--- src/rtl/serial_pattern_tx.sv ---
// serial_pattern_tx: MSB-first serial word transmitter with valid/ready load and done pulse.
// Define SERIAL_PATTERN_TX_PREAMBLE_EN to prefix every word with PRE_PATTERN.
module serial_pattern_tx #(
  parameter int WIDTH = 32,
  parameter logic IDLE_LEVEL = 1'b0
`ifdef SERIAL_PATTERN_TX_PREAMBLE_EN
  , parameter int PRE_LEN = 8,
  parameter logic [PRE_LEN-1:0] PRE_PATTERN = 8'b1011_0110
`endif
) (
  input  logic             clk,
  input  logic             reset,
  input  logic             load_valid,
  input  logic [WIDTH-1:0] load_data,
  output logic             load_ready,
  output logic             x,
  output logic             x_valid,
  output logic             x_sof,
  output logic             busy,
  output logic             done
);
  localparam logic [1:0] IDLE = 2'd0, PRE = 2'd1, SHIFT = 2'd2;
  localparam int CW = $clog2(WIDTH);
  logic [1:0] state;
  logic [WIDTH-1:0] sr;
  logic [CW-1:0] cnt;
  logic last, accept;
  // cnt holds the number of data bits still to follow the one on x
  assign last = state == SHIFT && cnt == '0;
  assign load_ready = state == IDLE || last;
  assign accept = load_valid && load_ready;
  assign busy = state != IDLE;
`ifdef SERIAL_PATTERN_TX_PREAMBLE_EN
  localparam int PW = $clog2(PRE_LEN + 1);
  logic [PRE_LEN-1:0] psr;
  logic [PW-1:0] pcnt;
  always_ff @(posedge clk)
    if (reset) begin
      psr <= '0;
      pcnt <= '0;
    end else if (accept) begin
      psr <= PRE_PATTERN << 1;
      pcnt <= PW'(PRE_LEN - 1);
    end else if (state == PRE) begin
      psr <= psr << 1;
      pcnt <= pcnt - 1'b1;
    end
`endif
  always_ff @(posedge clk)
    if (reset) begin
      state <= IDLE;
      x <= IDLE_LEVEL;
      x_valid <= 1'b0;
      x_sof <= 1'b0;
      done <= 1'b0;
      cnt <= '0;
    end else begin
      done <= last;
      x_sof <= accept;
      if (accept) begin
        x_valid <= 1'b1;
`ifdef SERIAL_PATTERN_TX_PREAMBLE_EN
        state <= PRE;
        x <= PRE_PATTERN[PRE_LEN-1];
        sr <= load_data;
`else
        state <= SHIFT;
        x <= load_data[WIDTH-1];
        sr <= load_data << 1;
        cnt <= CW'(WIDTH - 1);
`endif
      end else if (last) begin
        state <= IDLE;
        x <= IDLE_LEVEL;
        x_valid <= 1'b0;
`ifdef SERIAL_PATTERN_TX_PREAMBLE_EN
      end else if (state == PRE) begin
        if (pcnt == '0) begin
          state <= SHIFT;
          x <= sr[WIDTH-1];
          sr <= sr << 1;
          cnt <= CW'(WIDTH - 1);
        end else
          x <= psr[PRE_LEN-1];
`endif
      end else if (state == SHIFT) begin
        x <= sr[WIDTH-1];
        sr <= sr << 1;
        cnt <= cnt - 1'b1;
      end
    end
endmodule

--- config.mk ---
export PLATFORM = sky130hd
export DESIGN_NAME = serial_pattern_tx
export DESIGN_NICKNAME = d
export VERILOG_FILES = /design/src/rtl/serial_pattern_tx.sv
export SDC_FILE = /design/constraint.sdc
export NUM_CORES = 1
export LEC_CHECK = 0
export CAP_MARGIN = 20
export CORE_MARGIN = 3
export CORE_UTILIZATION = 45
export DETAILED_ROUTE_END_ITERATION = 8
export PLACE_DENSITY = 0.82
export SYNTH_ARGS = -nofsm -noshare
export SYNTH_HDL_FRONTEND = slang
export SYNTH_SLANG_ARGS = --single-unit
--- constraint.sdc ---
create_clock -name clk -period 2.6 [get_ports clk]
set_clock_uncertainty 0.05 [all_clocks]
set_input_delay 0.78 -clock clk [delete_from_list [all_inputs] [get_ports clk]]
set_output_delay 0.78 -clock clk [all_outputs]
set_load 0.02 [all_outputs]
==> impl_metrics.tcl, run 1 <==
set metrics [dict create \
    die_area_um2 4950 \
    finalSetupViolations 0 \
    regToRegSetupSlack_ns 0.36 \
    status "completed" \
    tns_ns 0 \
    yosys.area.top_type "edfxtp_1" \
    cp-end-kind "output port" \
    synth_flop_cell "edfxtp_1" \
    reg2reg_from "cnt[0]$_SDFFE_PP0P_" \
    initial_core_util_pct 48.7 \
    cp_cell_sequence "inv_1 > ha_1 > or4b_1 > nand2_1 > buf_2" \
    total_power_w 0.00150 \
    synth_edf_count 31 \
    seq_power_share_pct 52.1 \
    fin_cells 212 \
    critPathLaunch "cnt[0]$_SDFFE_PP0P_" \
    synthTopCellsByArea "edfxtp_1, mux2_4, dfxtp_1" \
    h-tree-depth 2 \
    drt_wl_total_um 3480 \
    yosysWarningCount 0 \
    postLayoutCellArea_um2 2460 \
    cp_max_fo 3 \
    num_vias 1148 \
    reg2reg_depth 7 \
    synthTopCellsByCount "edfxtp_1, mux2_4, dfxtp_1" \
    hp-class "flip-flop to flip-flop" \
    die_h_um 70.3 \
    synth_compound_area_share_pct 5.31 \
    core_area_um2 3830 \
    io_pins 41 \
    slew_headroom_pct 64.6 \
    layout-drive-gt1-share_pct 30.5 \
    hold_viol 0 \
    dp_hpwl_um 2500 \
    ys_ff_latch 40 \
    antenna_found_initial 0 \
    cts_tree "done" \
    slowest_stage "or4b_1" \
    synth_xor_area_share_pct 0 \
    syn_nets 151 \
    grt_first_pass_wirelength_um 5880 \
    post_drt_wl_per_cell_um 16.4 \
    yosys.area_share.adder_pct 0.672 \
    grt_pass1_vias 1171 \
    rr_endpoint "sr[2]$_DFFE_PP_" \
    globalplace.congestion 0.931 \
    cp.required_ns 1.77 \
    worst_pin_slew_ns 0.529 \
    cts_inserted_buffers 5 \
    slowest_delay_ns 0.48 \
    syn_inst 115 \
    rsz0062_at_grt "false" \
    placed_cell_area_um2 2380 \
    fill_cells 286 \
    synthMuxAreaShare_pct 23.8 \
    cts.clk_slew.worst_paths_ns 0.07 \
    final_nets 199 \
    antenna_cells 0 \
    dr.max_layer_used "met4" \
    combPwrFrac_pct 20.1 \
    final_antenna_net_count 0 \
    synth.cell_area_um2 1860 \
    endpoint "load_ready" \
    ys_async_sr_fraction_pct 0 \
    die_w_um 70.3 \
    insertion_delay_ns 0.29 \
    report.final.slew_viol_count 0 \
    critPathKind "flip-flop to output port" \
    synthToLayoutAreaGrowth_pct 32.3 \
    drtIter0Drc 36 \
    grtUsageTotal_pct 15.5 \
    io_buffer_count 40 \
    synth_simple_gate_area_share_pct 6.65 \
    startpoint_type "flip-flop" \
    p_sw_share_pct 22.9 \
    via_per_inst 5.42 \
    wl_met1_um 1490 \
    p_leak_nw 0.968 \
    synth_top_area_share_pct 50.0 \
    rows 22 \
    clk_path_buf_depth 2 \
    avgSynthCellArea_um2 16.2 \
    fin_crit_ns 2.49 \
    post-place-cells 204 \
    cts_root_buffer "clkbuf_8" \
    wl_met3_um 256 \
    grt_overflow_total 0 \
    peakVddDrop_mv 0.360 \
    cap_violations 0 \
    synth_top_family_by_area "multiplexers" \
    clock.fmax_mhz 401 \
    cts_hold_buf 0 \
    grt_max_degree 32 \
    yosysMostFrequentCell "edfxtp_1" \
    firstDrtPassIters 4 \
    drc_errors 0 \
    holdWs_ns 0.491 \
    cts.sinks 40 \
    ys_seq_area_share_pct 59.6 \
    power_density_nw_per_um2 608 \
    switchingPower_w 0.000343 \
    fin_crit_sh_pct 95.8 \
    p_int_w 0.00116 \
    clkPwrFrac_pct 27.8 \
    cp.arrival_ns 1.66 \
    dr_wl_met2_um 1660 \
    ys_types 31 \
]
-- layer usage --
metal,global-route usage (%),up-vias
met5,0,-
met4,7.87,0
met3,4.89,8
met2,22.7,52
met1,20.6,551
li1,-,537
-- layout make-up --
| class | count | area, um^2 | area share, % |
|---|---|---|---|
| sequential | 40 | 1110 | 45.1 |
| multi-input combinational | 63 | 688 | 27.9 |
| timing repair buffer | 49 | 500 | 20.3 |
| clock buffer | 8 | 90.1 | 3.65 |
| tap | 48 | 60.1 | 2.44 |
| inverter | 4 | 15.0 | 0.609 |
-- cells by family after synthesis --
group | count (synthesis)
AOI/OAI and AO/OA | 13
muxes | 30
buffers and inverters | 12
adders and majority gates | 1
and+or+nand+nor | 19
DFF | 40
-- layout by cell type, fill, tap and decap left out, types with 2 or more instances in the layout --
| cell | n |
|---|---|
| mux2_2 | 2 |
| mux2_4 | 28 |
| nand2_1 | 5 |
| a31oi_1 | 2 |
| a211oi_1 | 2 |
| buf_12 | 3 |
| dfxtp_1 | 9 |
| and3_1 | 2 |
| nor3_1 | 2 |
| edfxtp_1 | 31 |
| buf_4 | 6 |
| clkdlybuf4s50_1 | 39 |
| inv_1 | 4 |
| clkbuf_8 | 6 |
| o21a_1 | 2 |
| clkbuf_1 | 2 |
| nor4_1 | 2 |
| nor2_1 | 2 |
-- how the worst min path moves through the flow --
stage | startpoint | end | slack, ns | depth (start not counted)
2_1_floorplan | cnt[0]$_SDFFE_PP0P_ | cnt[0]$_SDFFE_PP0P_ | 0.42 | 2
5_1_grt | cnt[0]$_SDFFE_PP0P_ | cnt[0]$_SDFFE_PP0P_ | 0.51 | 2
3_5_place_dp | cnt[0]$_SDFFE_PP0P_ | cnt[0]$_SDFFE_PP0P_ | 0.48 | 2
6_report | cnt[0]$_SDFFE_PP0P_ | cnt[0]$_SDFFE_PP0P_ | 0.49 | 2
3_3_place_gp | cnt[0]$_SDFFE_PP0P_ | cnt[0]$_SDFFE_PP0P_ | 0.43 | 2
4_1_cts | cnt[0]$_SDFFE_PP0P_ | cnt[0]$_SDFFE_PP0P_ | 0.49 | 2
-- worst max-delay path, delay by kind of cell, from the launching register on --
| kind | cells | cell delay [ns] |
|---|---|---|
| AND/OR/NAND/NOR | 2 | 0.59 |
| flip-flops | 1 | 0.31 |
| buffers and inverters | 2 | 0.27 |
| adder cells (fa/ha/maj) | 1 | 0.20 |
-- flip-flops by register name, indices dropped and copies added, names as in the netlist --
register,cells
sr,31
cnt,5
done,1
state,1
x,1
x_sof,1
-- power groups by stage --
stage | combinational (W) | clock (W) | sequential (W)
4_1_cts | 0.000305 | 0.000425 | 0.000781
5_1_grt | 0.000323 | 0.000456 | 0.000787
3_3_place_gp | 0.000290 | 0 | 0.000790
3_5_place_dp | 0.000305 | 0 | 0.000793
6_report | 0.000301 | 0.000417 | 0.000781
2_1_floorplan | 0.000180 | 0 | 0.000793
-- stage by stage --
step                      worst slack (ns)  util, %
final                                0.108     64.4
after detailed placement          -0.00815     62.2
after global routing                0.0375     64.4
after global placement              0.0795     62.2
after floorplan                      0.313        -
after CTS                          0.00725     64.6
-- what timing repair did --
item,CTS,global route
setup endpoints to repair,1,1
gates cloned,0,0
pin swaps,0,0
resized for setup,3,1
setup buffers,0,0
Note: power is estimated with default switching activity, not from simulation.
==> run 2, diff against run 1 <==
--- a/config.mk
+++ b/config.mk
@@ -9,6 +9,7 @@
 export CORE_MARGIN = 3
 export CORE_UTILIZATION = 45
 export DETAILED_ROUTE_END_ITERATION = 8
+export MAX_ROUTING_LAYER = met4
 export PLACE_DENSITY = 0.82
 export SYNTH_ARGS = -nofsm -noshare
 export SYNTH_HDL_FRONTEND = slang
==> run 2 against run 1 <==
  * Flip-flop and latch count did not move
  * Via count fell by 2.0%
  * Non-clock buffer count did not move
  * Combinational power barely moved
  * Sequential power barely moved
  * Register-to-register slack got worse by 0.04 ns
  * Clock power rose by 17%
==> impl_metrics.tcl, run 2 (same netlist as run 1, synthesis figures left out) <==
set metrics [dict create \
    status "completed" \
    grt_pass1_vias 1186 \
    synthToLayoutAreaGrowth_pct 33.4 \
    worst_pin_slew_ns 0.560 \
    cp.required_ns 1.77 \
    insertion_delay_ns 0.29 \
    rsz0062_at_grt "false" \
    cp-end-kind "output port" \
    cts_root_buffer "clkbuf_8" \
    cp_max_fo 3 \
    cts_tree "done" \
    drt_wl_total_um 3460 \
    h-tree-depth 2 \
    p_int_w 0.00123 \
    hold_viol 0 \
    p_sw_share_pct 21.9 \
    p_leak_nw 0.979 \
    hold-path-cell-count 1 \
    finalSetupViolations 0 \
    clk_path_buf_depth 2 \
    post_cts_resize_count 4 \
    whs_endpoint "sr[6]$_DFFE_PP_" \
    grt_overflow_total 0 \
    switchingPower_w 0.000344 \
    core_area_um2 3830 \
    critPathLaunch "cnt[0]$_SDFFE_PP0P_" \
    reg2reg_depth 7 \
    regToRegSetupSlack_ns 0.32 \
    antenna_cells 0 \
    top_regs "sr (31), cnt (5)" \
    rows 22 \
    die_h_um 70.3 \
    dp_hpwl_um 2540 \
    fin_cells 212 \
    grtUsageTotal_pct 16.0 \
    cts_setup_buffers 0 \
    report.final.slew_viol_count 0 \
    io_pins 41 \
    power_density_nw_per_um2 631 \
    io_buffer_count 40 \
    grt_first_pass_wirelength_um 5920 \
    die_w_um 70.3 \
    final_antenna_net_count 0 \
    initial_core_util_pct 48.7 \
    post-place-cells 204 \
    post_drt_wl_per_cell_um 16.3 \
    hp-class "flip-flop to flip-flop" \
    peakVddDrop_mv 0.403 \
    startpoint_type "flip-flop" \
    die_area_um2 4950 \
    globalplace.congestion 0.929 \
    largest_reg_flops 31 \
    mostFrequentLayoutCell "clkdlybuf4s50_1" \
    cts.clk_slew.worst_paths_ns 0.07 \
    cts.sinks 40 \
    hp-start "sr[5]$_DFFE_PP_" \
    cts_hold_buf 0 \
    holdWs_ns 0.498 \
    top_register "sr" \
    clkPwrFrac_pct 31.1 \
    num_vias 1125 \
    drc_errors 0 \
    fill_cells 270 \
    slew_headroom_pct 62.5 \
    critPathKind "flip-flop to output port" \
    fin_crit_sh_pct 95.7 \
    reg2reg_from "cnt[0]$_SDFFE_PP0P_" \
    drtIter0Drc 62 \
    firstDrtPassIters 4 \
    final_nets 199 \
    cts_inserted_buffers 5 \
    clock.fmax_mhz 402 \
    fin_crit_ns 2.49 \
    combPwrFrac_pct 19.2 \
    layout_common_cells "clkdlybuf4s50_1, edfxtp_1, mux2_4, dfxtp_1, buf_4" \
    grt_max_degree 32 \
    layout-drive-gt1-share_pct 31.7 \
    via_per_inst 5.31 \
    seq_power_share_pct 49.8 \
    rr_endpoint "sr[2]$_DFFE_PP_" \
    cap_violations 0 \
    antenna_found_initial 0 \
    cp.arrival_ns 1.66 \
]
[run 2: cell count changes in the layout (fill, tap and decap cells not counted), sizes merged]
| cell | previous run | this run |
|---|---|---|
| clkinv | 0 | 1 |
| bufinv | 0 | 1 |
| clkbuf | 8 | 6 |
[run 2: worst max-delay path by stage]
stage | end | cells past startpoint
2_1_floorplan | sr[10]$_DFFE_PP_ | 3
3_3_place_gp | load_ready | 5
3_5_place_dp | load_ready | 5
4_1_cts | load_ready | 5
5_1_grt | load_ready | 5
6_report | load_ready | 5
[run 2: area by class of cell]
| type | instances | area, um^2 | share of cell area, % |
|---|---|---|---|
| Clock inverter | 2 | 35.0 | 1.41 |
| Sequential cell | 40 | 1110 | 44.7 |
| Inverter | 4 | 15.0 | 0.604 |
| Multi-Input combinational cell | 63 | 692 | 27.8 |
| Timing Repair Buffer | 49 | 500 | 20.1 |
| Tap cell | 48 | 60.1 | 2.42 |
| Clock buffer | 6 | 72.6 | 2.92 |
[run 2: power groups by stage]
stage          sequential [W]  clock [W]  combinational, W
2_1_floorplan        0.000793          0          0.000180
3_3_place_gp         0.000790          0          0.000291
3_5_place_dp         0.000794          0          0.000303
4_1_cts              0.000780   0.000503          0.000301
5_1_grt              0.000787   0.000535          0.000324
6_report             0.000781   0.000488          0.000301
[run 2: worst max-delay path, stage by stage (launching register included)]
cell and delay (ns):
dfxtp_1 0.32, inv_1 0.11, ha_1 0.20, or4b_4 0.47, nand2_1 0.10, buf_2 0.17
[run 2: per-layer routing]
layer,routed length [um],global-route usage (%),vias to the layer above
met1,1560,21.0,554
met5,0,-,-
met4,23,5.11,0
li1,-,-,532
met2,1700,23.4,37
met3,174,5.61,2
[run 2: stage by stage]
stage          power, W  util [%]  setup WS (ns)  cell area, um^2  setup TNS, ns
6_report        0.00157      65.0          0.111             2490              0
5_1_grt         0.00165      65.0         0.0172             2490              0
4_1_cts         0.00158      64.9         0.0984             2480              0
3_5_place_dp    0.00110      62.2        -0.0390             2380        -0.0390
3_3_place_gp    0.00108      62.2         0.0789             2380              0
2_1_floorplan  0.000973         -          0.313             1870              0
==> run 3, diff against run 2 <==
--- a/config.mk
+++ b/config.mk
@@ -9,6 +9,7 @@
 export CORE_MARGIN = 3
 export CORE_UTILIZATION = 45
 export DETAILED_ROUTE_END_ITERATION = 8
+export GPL_TIMING_DRIVEN = 0
 export MAX_ROUTING_LAYER = met4
 export PLACE_DENSITY = 0.82
 export SYNTH_ARGS = -nofsm -noshare
==> run 3 against run 2 <==
  * Worst setup slack got worse by 0.037 ns
  * Clock power fell by 21%
  * Sequential share of layout area is 0.82 points higher
  * Count of clock-buffer cells in the layout grew 2
  * Final area fell by 1.8%
  * Final cell count shrank 0.47%
  * Die area unchanged
  * Register-to-register slack gained 0.12 ns
  * Hold slack improved by 0.0017 ns
  * Largest cell class unchanged
  * Critical path type unchanged
  * Flip-flop and latch count unchanged
  * Largest power group unchanged
==> impl_metrics.tcl, run 3 (same netlist as run 1, synthesis figures left out) <==
set metrics [dict create \
    status "completed" \
    cts_inserted_buffers 5 \
    cts_hold_buf 0 \
    startpoint_type "flip-flop" \
    use_met1_pct 19.1 \
    p_leak_nw 0.950 \
    clkPwrFrac_pct 26.3 \
    die_w_um 70.3 \
    use_met3_pct 5.47 \
    place_ws_ns -0.178 \
    cap_violations 0 \
    clock.fmax_mhz 396 \
    slew_headroom_pct 54.1 \
    mostFrequentLayoutCell "clkdlybuf4s50_1" \
    switchingPower_w 0.000337 \
    final_nets 198 \
    h-tree-depth 2 \
    num_vias 1104 \
    p_sw_share_pct 23.0 \
    globalplace.congestion 0.837 \
    grt_pass1_vias 1103 \
    hold_viol 0 \
    io_pins 41 \
    post-place-cells 202 \
    insertion_delay_ns 0.28 \
    power_density_nw_per_um2 601 \
    finalSetupViolations 0 \
    peakVddDrop_mv 0.373 \
    firstDrtPassIters 4 \
    cp-end-kind "output port" \
    critPathKind "flip-flop to output port" \
    post_drt_wl_per_cell_um 16.2 \
    fin_crit_ns 2.53 \
    synthToLayoutAreaGrowth_pct 31.0 \
    die_h_um 70.3 \
    grtUsageTotal_pct 15.3 \
    cp_cell_sequence "inv_2 > ha_4 > or4b_4 > buf_6 > nand2_1 > buf_4" \
    fin_cells 211 \
    cp.arrival_ns 1.70 \
    layout_common_cells "clkdlybuf4s50_1, edfxtp_1, mux2_4, dfxtp_1" \
    grt_max_degree 22 \
    path_delay_family "simple AND/OR/NAND/NOR gates" \
    antenna_found_initial 0 \
    tns_ns 0 \
    report.final.slew_viol_count 0 \
    rows 22 \
    drc_errors 0 \
    cts_root_buffer "clkbuf_8" \
    final_util_pct 63.8 \
    worst_pin_slew_ns 0.688 \
    cts.clk_slew.worst_paths_ns 0.07 \
    core_area_um2 3830 \
    cp_max_fo 7 \
    fin_crit_sh_pct 97.1 \
    largest_reg_flops 31 \
    grt_first_pass_wirelength_um 5590 \
    slowest_stage "or4b_4" \
    cts_tree "done" \
    hp-class "flip-flop to flip-flop" \
    clk_path_buf_depth 2 \
    grt_overflow_total 0 \
    holdWs_ns 0.500 \
    via_per_inst 5.23 \
    io_buffer_count 38 \
    dp_hpwl_um 2350 \
    fin_ws_ns 0.0742 \
    slowest_delay_ns 0.46 \
    gr-max-usage-layer "met2" \
    drt_wl_total_um 3410 \
    combPwrFrac_pct 20.2 \
    antenna_cells 0 \
    layout-drive-gt1-share_pct 31.9 \
    top_regs "sr (31), cnt (5)" \
    cp.required_ns 1.77 \
    grt.met2_usage_pct 23.4 \
    path_buf_inv 3 \
    final_antenna_net_count 0 \
    drtIter0Drc 29 \
    rsz0062_at_grt "false" \
    cts.sinks 40 \
    die_area_um2 4950 \
    top_register "sr" \
    p_int_w 0.00113 \
    seq_power_share_pct 53.5 \
    initial_core_util_pct 48.7 \
]
run 3: per-stage QoR:
| stage | total power (W) | area [um^2] |
|---|---|---|
| detailed placement | 0.00108 | 2330 |
| global placement | 0.00106 | 2310 |
| CTS | 0.00147 | 2420 |
| floorplan | 0.000973 | 1870 |
| global route | 0.00153 | 2440 |
| finish | 0.00147 | 2440 |
run 3: layout make-up:
class                      instances  area (um^2)
fill                             282         1390
sequential                        40         1110
multi-input combinational         63          697
timing repair buffer              40          413
clock buffer                       8         80.1
buffer                             8         65.1
tap                               48         60.1
inverter                           4         15.0
run 3: what timing repair did:
item	4_1_cts	5_1_grt
pin swaps	1	0
buffers inserted	0	1
resized for setup	7	6
endpoints found under the hold margin	0	0
setup endpoints to repair	1	1
run 3: path summary, 6_finish.rpt:
path	depth (start not counted)	startpoint	slack [ns]	to
max	6	cnt[1]$_SDFFE_PP0P_	0.07	load_ready
min	1	sr[15]$_DFFE_PP_	0.50	sr[16]$_DFFE_PP_
max reg2reg	7	cnt[1]$_SDFFE_PP0P_	0.44	sr[26]$_DFFE_PP_
min reg2reg	1	sr[15]$_DFFE_PP_	0.50	sr[16]$_DFFE_PP_
run 3: power by group through the flow:
stage	clock network, W	registers (W)	logic (W)
5_1_grt	0.000426	0.000790	0.000318
2_1_floorplan	0	0.000793	0.000180
6_report	0.000386	0.000784	0.000297
3_5_place_dp	0	0.000796	0.000283
4_1_cts	0.000399	0.000783	0.000288
3_3_place_gp	0	0.000794	0.000266
run 3: metal layers:
layer  share of wire (%)  vias to the layer above  routed length, um
met5                   0                        -                  0
met4                 1.3                        0                 44
met3                 4.8                        6                163
met2                  50                       35               1700
met1                  44                      525               1510
li1                    -                      538                  -
